**config.mk**
```make
export PLATFORM = sky130hd
export DESIGN_NAME = lcd_refresh_arbiter
export DESIGN_NICKNAME = d
export VERILOG_FILES = /design/src/rtl/lcd_pkg.sv /design/src/rtl/rr_pick6.sv /design/src/rtl/lcd_refresh_arbiter.sv
export SDC_FILE = /design/constraint.sdc
export NUM_CORES = 1
export LEC_CHECK = 0
export ABC_AREA = 1
export ABC_CLOCK_PERIOD_IN_PS = 3820
export CORE_MARGIN = 10
export CORE_UTILIZATION = 57
export CTS_CLUSTER_SIZE = 30
export DETAILED_ROUTE_END_ITERATION = 12
export PLACE_DENSITY = 0.81
export SLEW_MARGIN = 20
export SYNTH_ARGS = -nofsm -noshare
export SYNTH_HDL_FRONTEND = slang
export SYNTH_HIERARCHICAL = 1
export SYNTH_SLANG_ARGS = --single-unit
export TNS_END_PERCENT = 50
```
**constraint.sdc**
```tcl
create_clock -name clk -period 3.82 [get_ports clk]
set_clock_uncertainty 0.15 [all_clocks]
set_input_delay 0.764 -clock clk [delete_from_list [all_inputs] [get_ports clk]]
set_output_delay 0.764 -clock clk [all_outputs]
set_load 0.03 [all_outputs]
```
**src/rtl/lcd_pkg.sv**
```systemverilog
// Shared types and constants for the LCD refresh arbiter: state encoding,
// the power-up init byte table and the screen region geometry.
package lcd_pkg;

    typedef enum logic [2:0] {
        ST_RST_PULSE = 3'd0,
        ST_INIT      = 3'd1,
        ST_IDLE      = 3'd2,
        ST_CMD_Y     = 3'd3,
        ST_CMD_X     = 3'd4,
        ST_FETCH     = 3'd5,
        ST_DATA      = 3'd6,
        ST_FIN       = 3'd7
    } state_t;

    localparam int         NUM_REGIONS    = 6;
    localparam int         INIT_LEN       = 6;
    localparam logic [7:0] CMD_SETX       = 8'h80;
    localparam logic [7:0] CMD_SETY       = 8'h40;
    localparam logic [6:0] FACE_X0        = 7'd0;
    localparam logic [6:0] FACE_WIDTH     = 7'd48;
    localparam logic [2:0] FACE_LAST_BANK = 3'd5;
    localparam logic [6:0] BAR_X0         = 7'd48;
    localparam logic [6:0] BAR_WIDTH      = 7'd36;

    // Init sequence: extended mode, Vop, temp coeff, bias, basic mode, normal display.
    function automatic logic [7:0] init_byte(input logic [2:0] idx, input logic [7:0] contrast);
        logic [7:0] b;
        case (idx)
            3'd0:    b = 8'h21;
            3'd1:    b = contrast;
            3'd2:    b = 8'h04;
            3'd3:    b = 8'h14;
            3'd4:    b = 8'h20;
            3'd5:    b = 8'h0C;
            default: b = 8'h00;
        endcase
        return b;
    endfunction

    function automatic logic [6:0] region_x0(input logic [2:0] r);
        return (r == 3'd0) ? FACE_X0 : BAR_X0;
    endfunction

    function automatic logic [6:0] region_width(input logic [2:0] r);
        return (r == 3'd0) ? FACE_WIDTH : BAR_WIDTH;
    endfunction

    // Bar r occupies the single bank r-1; the face spans banks 0..5.
    function automatic logic [2:0] region_first_bank(input logic [2:0] r);
        return (r == 3'd0) ? 3'd0 : (r - 3'd1);
    endfunction

    function automatic logic [2:0] region_last_bank(input logic [2:0] r);
        return (r == 3'd0) ? FACE_LAST_BANK : (r - 3'd1);
    endfunction

endpackage

```
**src/rtl/rr_pick6.sv**
```systemverilog
// Combinational round-robin picker: first set bit of dirty at or after ptr,
// wrapping from region 5 back to region 0.
module rr_pick6
    import lcd_pkg::*;
(
    input  logic [5:0] dirty,
    input  logic [2:0] ptr,
    output logic       valid,
    output logic [2:0] idx
);

    logic [3:0] cand_s;

    // Scan offsets from farthest to nearest so the nearest dirty region wins.
    always_comb begin
        valid  = 1'b0;
        idx    = 3'd0;
        cand_s = 4'd0;
        for (int k = NUM_REGIONS - 1; k >= 0; k--) begin
            cand_s = {1'b0, ptr} + 4'(k);
            if (cand_s >= 4'd6) begin
                cand_s = cand_s - 4'd6;
            end else begin
                cand_s = cand_s;
            end
            if (dirty[cand_s[2:0]]) begin
                valid = 1'b1;
                idx   = cand_s[2:0];
            end else begin
                valid = valid;
                idx   = idx;
            end
        end
    end

endmodule

```
**src/rtl/lcd_refresh_arbiter.sv**
```systemverilog
// Schedules all byte traffic to the 84x48 LCD SPI engine: reset pulse, init
// sequence, then round-robin redraw of dirty face/bar regions.
module lcd_refresh_arbiter
    import lcd_pkg::*;
#(
    parameter int         RST_CYCLES    = 4,
    parameter logic [7:0] CONTRAST      = 8'hB1,
    parameter int         REFRESH_TICKS = 0
) (
    input  logic       clk,
    input  logic       rst1,
    input  logic [3:0] face_in,
    input  logic [2:0] food_lvl,
    input  logic [2:0] sleep_lvl,
    input  logic [2:0] fun_lvl,
    input  logic [2:0] happy_lvl,
    input  logic [2:0] health_lvl,
    output logic [2:0] rd_region,
    output logic [2:0] rd_bank,
    output logic [6:0] rd_col,
    input  logic [7:0] rd_data,
    output logic       tx_valid,
    input  logic       tx_ready,
    output logic [7:0] tx_byte,
    output logic       tx_dc,
    output logic       lcd_rst_n,
    output logic       busy,
    output logic       done
);

    state_t      state_r;
    logic [15:0] rst_cnt_r;
    logic [2:0]  init_idx_r;
    logic [2:0]  rr_ptr_r;
    logic [5:0]  dirty_r;
    logic [3:0]  prev_face_r;
    logic [14:0] prev_lvls_r;
    logic [31:0] refresh_cnt_r;

    logic [5:0]  change_s;
    logic [5:0]  clear_mask_s;
    logic        fill_all_s;
    logic        refresh_wrap_s;
    logic        accept_s;
    logic        pick_valid_s;
    logic [2:0]  pick_idx_s;
    logic [14:0] lvls_s;

    rr_pick6 u_pick (
        .dirty (dirty_r),
        .ptr   (rr_ptr_r),
        .valid (pick_valid_s),
        .idx   (pick_idx_s)
    );

    // Change detection, grant clearing and all-dirty triggers.
    always_comb begin
        lvls_s         = {health_lvl, happy_lvl, fun_lvl, sleep_lvl, food_lvl};
        accept_s       = tx_valid & tx_ready;
        change_s       = 6'b000000;
        change_s[0]    = (face_in != prev_face_r);
        for (int i = 0; i < 5; i++) begin
            change_s[i+1] = (lvls_s[3*i +: 3] != prev_lvls_r[3*i +: 3]);
        end
        if ((state_r == ST_IDLE) && pick_valid_s) begin
            clear_mask_s = 6'b000001 << pick_idx_s;
        end else begin
            clear_mask_s = 6'b000000;
        end
        fill_all_s     = (state_r == ST_INIT) && accept_s && (init_idx_r == 3'(INIT_LEN - 1));
        refresh_wrap_s = (REFRESH_TICKS > 0) && (state_r == ST_IDLE)
                         && (refresh_cnt_r == 32'(REFRESH_TICKS - 1));
    end

    // Dirty bits and previous-value tracking; a set always beats a grant clear.
    always_ff @(posedge clk or negedge rst1) begin
        if (!rst1) begin
            dirty_r     <= 6'b000000;
            prev_face_r <= 4'd0;
            prev_lvls_r <= 15'd0;
        end else begin
            prev_face_r <= face_in;
            prev_lvls_r <= lvls_s;
            dirty_r     <= (dirty_r & ~clear_mask_s) | change_s
                           | ((fill_all_s || refresh_wrap_s) ? 6'b111111 : 6'b000000);
        end
    end

    // Periodic full-refresh counter, advancing only while idle.
    always_ff @(posedge clk or negedge rst1) begin
        if (!rst1) begin
            refresh_cnt_r <= 32'd0;
        end else if ((REFRESH_TICKS > 0) && (state_r == ST_IDLE)) begin
            refresh_cnt_r <= refresh_wrap_s ? 32'd0 : refresh_cnt_r + 32'd1;
        end else begin
            refresh_cnt_r <= refresh_cnt_r;
        end
    end

    // Main sequencer: owns every registered output.
    always_ff @(posedge clk or negedge rst1) begin
        if (!rst1) begin
            state_r    <= ST_RST_PULSE;
            rst_cnt_r  <= 16'd0;
            init_idx_r <= 3'd0;
            rr_ptr_r   <= 3'd0;
            tx_valid   <= 1'b0;
            tx_byte    <= 8'h00;
            tx_dc      <= 1'b0;
            lcd_rst_n  <= 1'b0;
            busy       <= 1'b1;
            done       <= 1'b0;
            rd_region  <= 3'd0;
            rd_bank    <= 3'd0;
            rd_col     <= 7'd0;
        end else begin
            done <= 1'b0;
            case (state_r)
                ST_RST_PULSE: begin
                    if (rst_cnt_r == 16'(RST_CYCLES - 1)) begin
                        lcd_rst_n  <= 1'b1;
                        init_idx_r <= 3'd0;
                        tx_byte    <= init_byte(3'd0, CONTRAST);
                        tx_dc      <= 1'b0;
                        tx_valid   <= 1'b1;
                        state_r    <= ST_INIT;
                    end else begin
                        rst_cnt_r <= rst_cnt_r + 16'd1;
                    end
                end
                ST_INIT: begin
                    if (accept_s && (init_idx_r == 3'(INIT_LEN - 1))) begin
                        tx_valid <= 1'b0;
                        busy     <= 1'b0;
                        state_r  <= ST_IDLE;
                    end else if (accept_s) begin
                        init_idx_r <= init_idx_r + 3'd1;
                        tx_byte    <= init_byte(init_idx_r + 3'd1, CONTRAST);
                    end else begin
                        tx_byte <= tx_byte;
                    end
                end
                ST_IDLE: begin
                    if (pick_valid_s) begin
                        rr_ptr_r  <= (pick_idx_s == 3'd5) ? 3'd0 : pick_idx_s + 3'd1;
                        rd_region <= pick_idx_s;
                        rd_bank   <= region_first_bank(pick_idx_s);
                        rd_col    <= 7'd0;
                        tx_byte   <= CMD_SETY | {5'd0, region_first_bank(pick_idx_s)};
                        tx_dc     <= 1'b0;
                        tx_valid  <= 1'b1;
                        busy      <= 1'b1;
                        state_r   <= ST_CMD_Y;
                    end else begin
                        busy <= 1'b0;
                    end
                end
                ST_CMD_Y: begin
                    if (accept_s) begin
                        tx_byte <= CMD_SETX | {1'b0, region_x0(rd_region)};
                        state_r <= ST_CMD_X;
                    end else begin
                        tx_byte <= tx_byte;
                    end
                end
                ST_CMD_X: begin
                    if (accept_s) begin
                        tx_valid <= 1'b0;
                        state_r  <= ST_FETCH;
                    end else begin
                        tx_valid <= tx_valid;
                    end
                end
                ST_FETCH: begin
                    state_r <= ST_DATA;
                end
                ST_DATA: begin
                    // First DATA cycle captures the renderer byte; later cycles wait for accept.
                    if (!tx_valid) begin
                        tx_byte  <= rd_data;
                        tx_dc    <= 1'b1;
                        tx_valid <= 1'b1;
                    end else if (accept_s && (rd_col == region_width(rd_region) - 7'd1)) begin
                        if (rd_bank == region_last_bank(rd_region)) begin
                            tx_valid <= 1'b0;
                            done     <= 1'b1;
                            state_r  <= ST_FIN;
                        end else begin
                            rd_bank <= rd_bank + 3'd1;
                            rd_col  <= 7'd0;
                            tx_byte <= CMD_SETY | {5'd0, rd_bank + 3'd1};
                            tx_dc   <= 1'b0;
                            state_r <= ST_CMD_Y;
                        end
                    end else if (accept_s) begin
                        tx_valid <= 1'b0;
                        rd_col   <= rd_col + 7'd1;
                        state_r  <= ST_FETCH;
                    end else begin
                        tx_valid <= tx_valid;
                    end
                end
                ST_FIN: begin
                    busy    <= 1'b0;
                    state_r <= ST_IDLE;
                end
                default: begin
                    tx_valid <= 1'b0;
                    state_r  <= ST_RST_PULSE;
                end
            endcase
        end
    end

endmodule

```
## After elaboration in Yosys (flattened, before gate mapping)

Index checks and enable logic that the tools add are counted.

| storage, ports and cells | value |
|---|---|
| flip-flop bits (word level) | 76 |
| input port bits | 30 |
| output and inout port bits | 26 |
| word-level logic and storage cells | 209 |

| cells by class | value |
|---|---|
| add/subtract/negate cells | 19 |
| order comparisons | 12 |
| equality and inequality tests | 37 |
| shift operators | 1 |
| muxes and demuxes | 92 |
| bitwise operators | 6 |
| reductions and logical operators | 26 |

Operators with widths:

| kind | count |
|---|---|
| $mux 3 | 30 |
| $mux 8 | 8 |
| $pmux 8 s6 | 1 |
| $pmux 8 s5 | 1 |
| $mux 7 | 5 |
| $mux 1 | 30 |
| $reduce_and 5->1 | 5 |
| $eq 3x3->1 const B | 8 |
| $lt 3x4->1 const B | 6 |
| $pmux 3 s8 | 1 |
| $ge 4x3->1 const B | 5 |
| $bmux 1 s3 | 6 |
| $mux 6 | 3 |
| $ne 2x2->1 const B | 9 |
| $sub 3x3->3 const B | 6 |
| $add 16x1->16 const B | 1 |
| $eq 16x2->1 const B | 1 |
| $ne 3x3->1 | 5 |
| $pmux 7 s2 | 1 |
| $eq 3x2->1 const B | 4 |
| $logic_not 3->1 | 4 |
| $ne 3x3->1 const B | 4 |
| $or 6x6->6 | 2 |
| $pmux 3 s2 | 2 |
| 28 further kinds | 45 |

## Logic depth before layout (Yosys ltp)

Gate-level depths: netlist of the first run.

| depth | value |
|---|---|
| word-level depth | 17 |
| depth in mapped cells | 25 |
| depth with buffers taken out | 25 |

## Hierarchy

Netlist of the first run, hierarchy kept.

Modules (own cells, without submodules):

| module | times used | cells an instance | area an instance (sq um) |
|---|---|---|---|
| lcd_refresh_arbiter | 1 | 505 | 4,222.8 |
| rr_pick6 | 1 | 155 | 845.8 |

## Least setup slack after synthesis of the first run

Ideal clock, no wire load.

| timing path | value |
|---|---|
| kind | register to register |
| start | register rr_ptr_r[0] |
| end | register tx_byte[0] |
| setup time | 0.066 ns |
| data arrival time | 2.798 ns |
| required time | 3.604 ns |
| slack | 0.806 ns |
| stages on the path, launching flop included | 22 |
| buffers on the path | 1 |
| period minus slack after synthesis | 3.014 ns |
| cell sequence | dfrtp_1 > inv_2 > ha_1 > buf_4 > nor2_2 > o21ai_2 > nand2_1 > nand2_1 > nand2_1 > nand2_1 > o21ai_2 > inv_2 > a21oi_1 > nor2_1 > nor2_1 > nor2_1 > ha_1 > inv_1 > nand3_1 > nand4_1 > nand4_1 > nand2_1 |

| between the ends | value |
|---|---|
| longest elaborated chain between the ends | 15 |
| elaborated cells on any way between the ends | 54 |
| classes of those cells | add/sub: 12; order compare: 6; eq/ne: 1; mux: 33; reduce/logical: 2 |

RTL lines:

| element | RTL line | RTL |
|---|---|---|
| start: declaration | lcd_refresh_arbiter.sv:34 | `logic [2:0] rr_ptr_r;` |
| start signal: assignment | lcd_refresh_arbiter.sv:145 | `rr_ptr_r <= (pick_idx_s == 3'd5) ? 3'd0 : pick_idx_s + 3'd1;` |
| $add 3x3->4 | rr_pick6.sv:20 | `cand_s = {1'b0, ptr} + 4'(k);` |
| $ge 4x3->1 or $sub 3x3->3 (tied branches) | rr_pick6.sv:21, rr_pick6.sv:22 |  |
| $mux 3 | rr_pick6.sv:21 | `if (cand_s >= 4'd6) begin` |
| $bmux 1 s3 | rr_pick6.sv:26 | `if (dirty[cand_s[2:0]]) begin` |
| $mux 1 (implied by the code) | rr_pick6.sv:26 |  |
| $mux 3 (5 in a row) | rr_pick6.sv:26 |  |
| $mux 3 (*) | rr_pick6.sv:26 |  |
| net pick_idx_s[0] | lcd_refresh_arbiter.sv:46 | `logic [2:0] pick_idx_s;` |
| $sub 3x1->3 or $logic_not 3->1 (tied branches) | lcd_pkg.sv:51 | `return (r == 3'd0) ? 3'd0 : (r - 3'd1);` |
| $mux 3 (*) | lcd_pkg.sv:51 |  |
| $mux 8 (*) | lcd_refresh_arbiter.sv:144 | `if (pick_valid_s) begin` |
| $pmux 8 s5 (*) | lcd_refresh_arbiter.sv:118 | `case (state_r)` |
| end signal: assignment | lcd_refresh_arbiter.sv:123 | `tx_byte <= init_byte(3'd0, CONTRAST);` |
| end signal: assignment | lcd_refresh_arbiter.sv:140 | `tx_byte <= tx_byte;` |
| end signal: assignment | lcd_refresh_arbiter.sv:149 | `tx_byte <= CMD_SETY \| {5'd0, region_first_bank(pick_idx_s)};` |
| end: declaration | lcd_refresh_arbiter.sv:24 | `output logic [7:0] tx_byte,` |

Mark *: on every way through the listed nets, which the timed path passes. The rest lies on a longest branch. The select of a mux whose other input is x is not followed.
A chain may end at the register's enable or synchronous reset.

## Worst setup path in the final report of the first run

| timing path | value |
|---|---|
| start | register rr_ptr_r[1] |
| end | register tx_byte[1] |

The elaborated chain is that of the path after synthesis.

==> key figures, run 1 <==
Min path
  – Hold Path Class: reg2reg

Timing
  – RSZ-0062 raised after global routing: no
  – Final setup violation count: 0
  – Tightest Pin Transition: about 0.95 ns
  – Final Worst Setup Slack: roughly 0.50 ns
  – FMAX: 0.301 GHz
  – Final Hold Viols: 0
  – Minimum clock period: 3.32 ns
  – Slew margin rel.: 0.364
  – Final worst path period share: 0.868
  – Final-report max-slew violation count: 0
  – Final setup TNS: 0 ns

Placed design
  – Setup WS pre-CTS: ~0.55 ns
  – RD Place Congestion: 0.963
  – Post-DP HPWL: 9.10 mm
  – Area post-placement: roughly 5700 sq um
  – Port Buffers: 55

Drt
  – Via count: ~4500
  – Vias per std cell: around 5.4
  – First-pass iteration count of the detailed router: 5
  – Antenna viol nets, final: 0
  – Routed WL: 11.8 mm
  – Routed wire per std cell: 14.1 microns
  – DRT iter0 DRCs: 302
  – DR DRC count: 0

Die
  – Die Span Y: 114 microns
  – # IOs: 56
  – Die area: 13100 sq um
  – Core Rows: 34
  – Chip Width: 114 microns
  – Initial core utilization: 0.584
  – Core Footprint: 8680 sq um

Power
  – Cell Pwr Density: 800 nW/um^2
  – Worst vdd ir: approximately 0.54 mV
  – Leakage: 2.89 nW
  – Design Power: 0.00472 W

Setup path
  – Critical path arrival: 3.46 ns
  – Worst-path fanout max: 9
  – Crit path required time: 3.97 ns
  – Crit path kind: reg2reg
  – Critical path endpoint category: flop
  – Startpoint types: flop

Synthesis
  – Post-Syn Nets: 713
  – Main synth FF type: dfrtp_1
  – Post-synth EDFFs: 0
  – #FFs+latches synth: 76
  – Post-Syn Area per Cell: ~7.7 sq um
  – Yosys top cell by area: dfrtp_1
  – Seq/Total Area, Yosys: 0.375
  – Top cell type's share of synthesized area: 0.370
  – Ys async rst share: 1.00
  – Post-Syn Area: 5070 sq um
  – Post-synth cell types: 46
  – Leading post-synthesis cells by cell area: dfrtp_1 (37%), nand2_1 (15%), ha_1 (5.7%)
  – YS warnings: 6
  – Post-Syn Instances: 660

Final layout
  – Layout Cell Area excl Fill: 5900 sq um
  – Ratio of cells with drive above 1 in the final layout: 0.110
  – N_diodes: 0
  – Area Growth Syn to Fin: 16.5%
  – Final-stage net count: 774
  – Fill count: 714

Clock network
  – CTS resizes: 0
  – CTS tree: built
  – Hold Buf Count CTS: 0
  – CTS sink cnt: 76
  – Clk slew on worst S/H paths: 0.08 ns
  – Postcts setup bufs: 0
  – Max Buffers Root-to-Sink: 2
  – Root Driver: clkbuf_8
  – Number of CTS-inserted buffers: 9
  – CTS HTree Levels: 3
  – Clk_lat worst skew: about 0.35 ns

Global route
  – Initial antenna violation count: 0
  – Vias in the first global route: roughly 4500
  – GRT Util Overall: 0.189
  – Gr ovfl total: 0
  – Largest net degree at the start of global routing: 77
  – First-pass GRT wire length: 20.7 mm

Run
  – Max-cap violations: 0

Outcome
  – Status: finished clean
synthesized netlist by cell type, types with 10 or more instances:
cell type	instances
o21ai_2	11
o21ai_1	10
dfrtp_1	75
nand3_1	49
nand4_1	15
o21ai_0	24
nor2_1	51
nand2_1	196
nor3_1	12
xor2_1	29
ha_1	23
inv_1	58
a21oi_1	16
stage by stage:
| stage | utilization | hold slack, ns | std cells |
|---|---|---|---|
| 2_1_floorplan | - | 0.301 | 660 |
| 3_3_place_gp | 0.658 | 0.309 | 818 |
| 3_5_place_dp | 0.658 | 0.316 | 818 |
| 4_1_cts | 0.680 | 0.335 | 834 |
| 5_1_grt | 0.680 | 0.363 | 834 |
| 6_report | 0.680 | 0.330 | 834 |
path summary, 6_finish.rpt:
check                            start              to  slack [ns]  cells past startpoint
setup / recovery           rr_ptr_r[1]      tx_byte[1]        0.50                     23
hold / removal              tx_byte[3]      tx_byte[3]        0.33                      2
setup reg to reg           rr_ptr_r[1]      tx_byte[1]        0.50                     23
hold reg to reg             tx_byte[3]      tx_byte[3]        0.33                      2
max in group asynchronous         rst1       rd_col[5]        2.49                      1
min in group asynchronous         rst1  prev_lvls_r[7]        0.40                      1
cell families after synthesis:
kind of cell / count (synthesis) / share of synthesized area
buffers and inverters: 78 / 0.0659
DFF: 76 / 0.375
and+or+nand+nor: 369 / 0.340
muxes: 2 / 0.00395
AOI/OAI and AO/OA: 74 / 0.0926
xor gates and xnor gates: 38 / 0.0657
adders and majority gates: 23 / 0.0568
per-layer routing:
metal	part of all wire	wire length (microns)	up-vias	GRT usage
li1	-	-	2248	-
met1	0.43	5020	2137	0.237
met2	0.50	5880	127	0.326
met3	0.059	697	22	0.0356
met4	0.013	157	0	0.0485
met5	0	0	-	0
flip-flops by register name, indices dropped and copies added (netlist names):
name,cells
busy,1
rd_region,3
tx_dc,1
state_r,3
rd_bank,3
rr_ptr_r,3
rd_col,7
lcd_rst_n,1
prev_face_r,4
init_idx_r,3
tx_byte,8
done,1
rst_cnt_r,16
prev_lvls_r,15
tx_valid,1
dirty_r,6
where the power goes:
| part | internal, W | leakage [nW] | switching (W) |
|---|---|---|---|
| registers | 0.000972 | 0.943 | 0.000196 |
| clock network | 0.000302 | 0.0962 | 0.000301 |
| logic | 0.00102 | 1.85 | 0.00193 |
worst max-delay path: stages, from the launching register on:
cell	delay (ns)
dfrtp_1	0.37
inv_1	0.10
ha_1	0.48
inv_1	0.20
nand2_1	0.13
o21a_1	0.17
nand2_2	0.09
nand2_1	0.08
nand3_2	0.09
nand2_2	0.10
nor2_1	0.05
nand2_1	0.06
nand2_1	0.05
nand2_1	0.06
nand2_1	0.06
nand2_1	0.06
nand2_1	0.07
nor2_1	0.21
inv_1	0.10
o21ai_0	0.24
nand2_1	0.10
nand3_1	0.08
nand4_1	0.10
nand2_1	0.09
cell type report:
type | count | area, sq um | share of cell area
clock buffers | 10 | 128 | 0.0216
multi-input cells | 506 | 2830 | 0.480
repair buffers | 58 | 571 | 0.0966
flip-flops and latches | 76 | 1900 | 0.322
well taps | 108 | 135 | 0.0229
inverters | 70 | 272 | 0.0460
clock inverters | 6 | 65.1 | 0.0110
layout by cell type (no fill, tap or decap), types with 2 or more instances in the layout:
| master | n |
|---|---|
| nand2_1 | 196 |
| dfrtp_1 | 75 |
| inv_1 | 58 |
| clkdlybuf4s50_1 | 54 |
| nor2_1 | 51 |
| nand3_1 | 49 |
| xor2_1 | 29 |
| o21ai_0 | 24 |
| ha_1 | 23 |
| a21oi_1 | 16 |
| nand4_1 | 15 |
| nor3_1 | 12 |
| o21ai_2 | 11 |
| o21ai_1 | 10 |
| inv_2 | 9 |
| xnor2_1 | 9 |
| nor2_2 | 9 |
| clkbuf_8 | 9 |
| nand2_2 | 7 |
| nand3b_1 | 6 |
| nand2_4 | 5 |
| or2_1 | 5 |
| buf_4 | 4 |
| nand3_2 | 3 |
| clkinv_2 | 3 |
| o21bai_1 | 3 |
| clkinv_4 | 3 |
| or2_2 | 3 |
| o21a_1 | 3 |
| nor2_8 | 2 |
| mux2i_1 | 2 |
No activity file was read; power rests on OpenSTA's default activity.
==> inputs of run 2 (changes only) <==
CORE_UTILIZATION = 50   (was 57)
PLACE_DENSITY = 0.72   (was 0.81)
SKIP_LAST_GASP = 1   (was default)
==> run 2 against run 1 <==
Compared with the run above: power up 0.78%; clock-buffer cell count grew 1; wire length is 1.7% lower; critical path depth did not move; hold slack worse by 0.0017 ns; utilization fell by 7.4 points; combinational power is essentially flat; largest cell class unchanged; global-route usage down 2.5 points; flip-flop and latch count is the same; fmax up 0.96%; clock power up 7.0%; cell area is 0.85% higher.
==> key figures, run 2 (same netlist as run 1, synthesis figures left out) <==
Outcome
  – Status: finished clean

Clock network
  – Root Driver: clkbuf_8
  – Postcts setup bufs: 0
  – Max Buffers Root-to-Sink: 2
  – CTS HTree Levels: 3
  – CTS sink cnt: 76
  – Clk_lat worst skew: 0.35 ns
  – CTS tree: built
  – Hold Buf Count CTS: 0
  – Number of CTS-inserted buffers: 9
  – Clk slew on worst S/H paths: ~0.080 ns
  – CTS resizes: 0

Global route
  – First-pass GRT wire length: 20.2 mm
  – GRT Util Overall: 0.165
  – Vias in the first global route: about 4400
  – Gr ovfl total: 0
  – Initial antenna violation count: 0
  – Largest net degree at the start of global routing: 77

Setup path
  – Crit path kind: reg2reg
  – Crit path required time: 3.96 ns
  – Max stage delay cell, worst path: ha_1
  – Max stage delay on crit path: 0.47 ns
  – Worst-path fanout max: 9
  – Startpoint types: flop
  – Critical path endpoint category: flop
  – Crit-path cells: inv_2 -> ha_1 -> inv_1 -> nand2_1 -> o21a_1 -> nand2_2 -> nand2_1 -> nand3_2 -> nand2_2 -> nor2_1 -> nand2_1 -> nand2_1 -> nand2_1 -> nand2_1 -> nand2_1 -> nand2_1 -> nor2_1 -> inv_1 -> o21ai_0 -> nand2_1 -> nand3_1 -> nand4_1 -> nand2_1
  – CP most frequent cell: nand2_1
  – Critical path arrival: 3.43 ns

Timing
  – Final Hold Viols: 0
  – Final setup violation count: 0
  – Minimum clock period: 3.29 ns
  – FMAX: around 0.30 GHz
  – Final setup TNS: 0 ns
  – Final Worst Setup Slack: roughly 0.53 ns
  – Slew margin rel.: 0.367
  – RSZ-0062 raised after global routing: no
  – Final-report max-slew violation count: 0
  – Final worst path period share: 0.860
  – Tightest Pin Transition: 0.950 ns

Die
  – Die area: 14600 sq um
  – Core Footprint: 9820 sq um
  – Core Rows: 36
  – Chip Width: 121 microns
  – # IOs: 56
  – Initial core utilization: 0.516
  – Die Span Y: 121 microns

Final layout
  – Ratio of cells with drive above 1 in the final layout: 0.112
  – N_diodes: 0
  – Most common cell after layout, fill and taps aside: nand2_1
  – Top flop regs: rst_cnt_r (16), prev_lvls_r (15), tx_byte (8)
  – Max reg flops: 16
  – Area Growth Syn to Fin: 17.5%
  – Fin cells: approximately 860
  – Final-stage net count: 774
  – Top reg by flops: rst_cnt_r
  – Most frequent cells in the layout: nand2_1 (196), dfrtp_1 (75), inv_1 (58)

Run
  – Max-cap violations: 0

Placed design
  – Placed cell count: roughly 840
  – RD Place Congestion: between 0.9 and 1
  – Port Buffers: 55
  – Setup WS pre-CTS: 0.566 ns
  – Post-DP HPWL: 9.04 mm

Min path
  – Hold Path Class: reg2reg

Power
  – Cell Pwr Density: 799 nW/um^2
  – Leakage: 2.90 nW
  – Worst vdd ir: 0.291 mV

Drt
  – DR DRC count: 0
  – DRT iter0 DRCs: 232
  – Vias per std cell: 5.09
  – First-pass iteration count of the detailed router: 5
  – Antenna viol nets, final: 0
  – Routed wire per std cell: between 10 and 15 microns
  – Routed WL: between 10 and 15 mm
  – Via count: 4376
## run 2: cell count changes in the layout (fill, tap and decap cells not counted), sizes merged
cell and delta:
clkbuf +1, clkinv -1
## run 2: area by class of cell
type / count / area (sq um)
clock buffer: 11 / 151
clock inverter: 5 / 60.1
fill: 923 / 3860
inverter: 70 / 272
multi-input combinational: 506 / 2830
sequential: 76 / 1900
tap: 133 / 166
timing repair buffer: 58 / 571
## run 2: per-stage QoR
| stage | power (W) | hold slack [ns] | util | cell area (sq um) |
|---|---|---|---|---|
| 6_report | 0.00476 | 0.329 | 0.606 | 5950 |
| 5_1_grt | 0.00526 | 0.365 | 0.606 | 5950 |
| 4_1_cts | 0.00477 | 0.335 | 0.606 | 5950 |
| 3_5_place_dp | 0.00411 | 0.315 | 0.585 | 5740 |
| 3_3_place_gp | 0.00408 | 0.309 | 0.585 | 5740 |
| 2_1_floorplan | 0.00342 | 0.301 | - | 5070 |
## run 2: final timing paths
kind,slack (ns),to,start,cells after the start
min in group asynchronous,0.41,rd_col[3],rst1,1
max in group asynchronous,2.50,prev_face_r[2],rst1,1
setup reg to reg,0.53,tx_byte[1],rr_ptr_r[0],23
hold / removal,0.33,tx_byte[7],tx_byte[7],2
hold reg to reg,0.33,tx_byte[7],tx_byte[7],2
setup / recovery,0.53,tx_byte[1],rr_ptr_r[0],23
## run 2: layer usage
metal	track usage	share of wire	vias to the layer above
met4	0.0513	0.014	0
met5	0	0	-
met1	0.205	0.46	2025
met2	0.274	0.47	90
met3	0.0414	0.049	15
li1	-	-	2246
## run 2: worst max-delay path, delay by kind of cell, from the launching register on
kind	cells	cell delay [ns]
and+or+nand+nor	17	1.44
adders and majority gates	1	0.47
AOI/OAI and AO/OA	2	0.44
DFF	1	0.36
buffers and inverters	3	0.35
## run 2: power breakdown
| group | internal (W) | switching [W] |
|---|---|---|
| registers | 0.000972 | 0.000189 |
| logic | 0.00102 | 0.00193 |
| clock network | 0.000339 | 0.000306 |
==> inputs of run 3 (changes only) <==
CORE_MARGIN = 5   (was 10)
==> run 3 against run 2 <==
Compared with the run above: first-iteration DRC count rose by 3.4%; worst setup slack got worse by 0.11 ns; power fell by 2.4%; critical path type unchanged; largest power group unchanged.
==> key figures, run 3 (same netlist as run 1, synthesis figures left out) <==
Placed design
  – Port Buffers: 55
  – Post-DP HPWL: 8.88 mm
  – Area post-placement: 5730 sq um
  – RD Place Congestion: 0.918
  – Setup WS pre-CTS: about 0.31 ns

Setup path
  – Critical path endpoint category: flop
  – Critical path arrival: 3.54 ns
  – Reg2reg path depth: 19
  – End of the critical path: tx_byte[1]
  – Worst-path fanout max: 9
  – Critical R2R Launch: rr_ptr_r[1]
  – Crit path required time: ~4.0 ns
  – CP startpoint: rr_ptr_r[1]
  – Startpoint types: flop
  – Worst reg2reg path endpoint: tx_byte[1]
  – Worst reg2reg setup slack: 0.42 ns
  – Crit path kind: reg2reg

Global route
  – Initial antenna violation count: 0
  – Largest net degree at the start of global routing: 77
  – Gr ovfl total: 0
  – GRT Util Overall: 0.198
  – Vias in the first global route: 4440
  – First-pass GRT wire length: 20.4 mm

Clock network
  – Clk_lat worst skew: 0.36 ns
  – CTS sink cnt: 76
  – Max Buffers Root-to-Sink: 2
  – Root Driver: clkbuf_8
  – CTS tree: built
  – CTS HTree Levels: 3
  – Number of CTS-inserted buffers: 9
  – Clk slew on worst S/H paths: 0.09 ns

Final layout
  – Final Core Density: 0.601
  – Ratio of cells with drive above 1 in the final layout: 0.109
  – Most common cell after layout, fill and taps aside: nand2_1
  – FF+latch area: 1900 sq um
  – Layout Cell Area excl Fill: around 5900 sq um
  – N_diodes: 0
  – Area of the multi-input gates: 2840 sq um
  – Fill count: 900
  – Top reg by flops: rst_cnt_r
  – Final-stage net count: approximately 770
  – Top flop regs: rst_cnt_r (16), prev_lvls_r (15), tx_byte (8)
  – Most frequent cells in the layout: nand2_1 (196), dfrtp_1 (75), inv_1 (58)
  – Max reg flops: 16
  – Area Growth Syn to Fin: 16.5%

Drt
  – Routed wire per std cell: 13.5 microns
  – Via count: 4470
  – Vias per std cell: roughly 5.2
  – DRT iter0 DRCs: 240
  – First-pass iteration count of the detailed router: 5
  – DR DRC count: 0
  – Antenna viol nets, final: 0
  – Routed WL: 11.5 mm

Timing
  – Final worst path period share: 0.889
  – Slew margin rel.: 0.528
  – Final Hold Viols: 0
  – Final setup TNS: 0 ns
  – Hold slack: 0.254 ns
  – RSZ-0062 raised after global routing: no
  – Final-report max-slew violation count: 0
  – Tightest Pin Transition: 0.708 ns
  – Final setup violation count: 0
  – FMAX: roughly 0.29 GHz
  – Minimum clock period: 3.40 ns
  – Final Worst Setup Slack: 0.425 ns

Power
  – Leakage: roughly 2.9 nW
  – Cell Pwr Density: 787 nW/um^2
  – Worst vdd ir: 0.376 mV

Die
  – Initial core utilization: 0.516
  – Core Footprint: 9820 sq um
  – Die Span Y: 111 microns
  – # IOs: 56
  – Die area: 12300 sq um
  – Chip Width: 111 microns
  – Core Rows: 36

Outcome
  – Status: finished clean

Min path
  – Hold Path Class: in2async

Run
  – Max-cap violations: 0
## run 3: through the flow
stage	power [W]	instances
after detailed placement	0.00408	841
final	0.00464	856
after global routing	0.00510	856
after floorplan	0.00342	660
after global placement	0.00400	841
after CTS	0.00464	856
## run 3: worst max-delay path: stages, from the launching register on
cell	delay (ns)
dfrtp_1	0.51
inv_1	0.16
ha_2	0.46
inv_1	0.14
nand2_1	0.11
o21a_1	0.15
nand3_1	0.08
nand3_2	0.13
nand2_2	0.08
a21oi_1	0.20
a21oi_1	0.10
nor2_1	0.12
nor2_2	0.09
nor2_1	0.18
inv_1	0.08
o21ai_0	0.23
nand2_1	0.08
nand3_1	0.10
nand4_1	0.10
nand2_1	0.09
## run 3: repair_timing
| item | CTS | global route |
|---|---|---|
| hold endpoints to repair | 0 | 0 |
| hold buffers | 0 | 0 |
| gates resized for setup | 0 | 2 |
| endpoints found under the setup margin | 0 | 5 |
| buffers inserted | 0 | 0 |
## run 3: report_power, final
| group | leakage, nW | switching [W] | internal (W) |
|---|---|---|---|
| clock network | 0.0827 | 0.000306 | 0.000236 |
| registers | 0.943 | 0.000207 | 0.000972 |
| logic | 1.84 | 0.00192 | 0.00101 |
| total | 2.86 | 0.00243 | 0.00221 |
## run 3: routing by layer
metal  up-vias  track usage  wire, microns
met2       114        0.335           5600
met1      2086        0.247           5100
met5         -            0              0
met3        19       0.0540            623
met4         0       0.0616            200
li1       2251            -              -
## run 3: cell type report
type | count | share of cell area
Clock inverter | 5 | 0.00657
Sequential cell | 76 | 0.322
Multi-Input combinational cell | 506 | 0.481
Clock buffer | 10 | 0.0216
Tap cell | 133 | 0.0282
Inverter | 70 | 0.0460
Timing Repair Buffer | 56 | 0.0947
## run 3: how the worst min path moves through the flow
stage	endpoint	slack, ns
final	rr_ptr_r[0]	0.25
after global routing	rd_region[1]	0.34
after CTS	busy	0.33
after detailed placement	tx_byte[1]	0.31
after global placement	tx_dc	0.31
after floorplan	dirty_r[2]	0.30
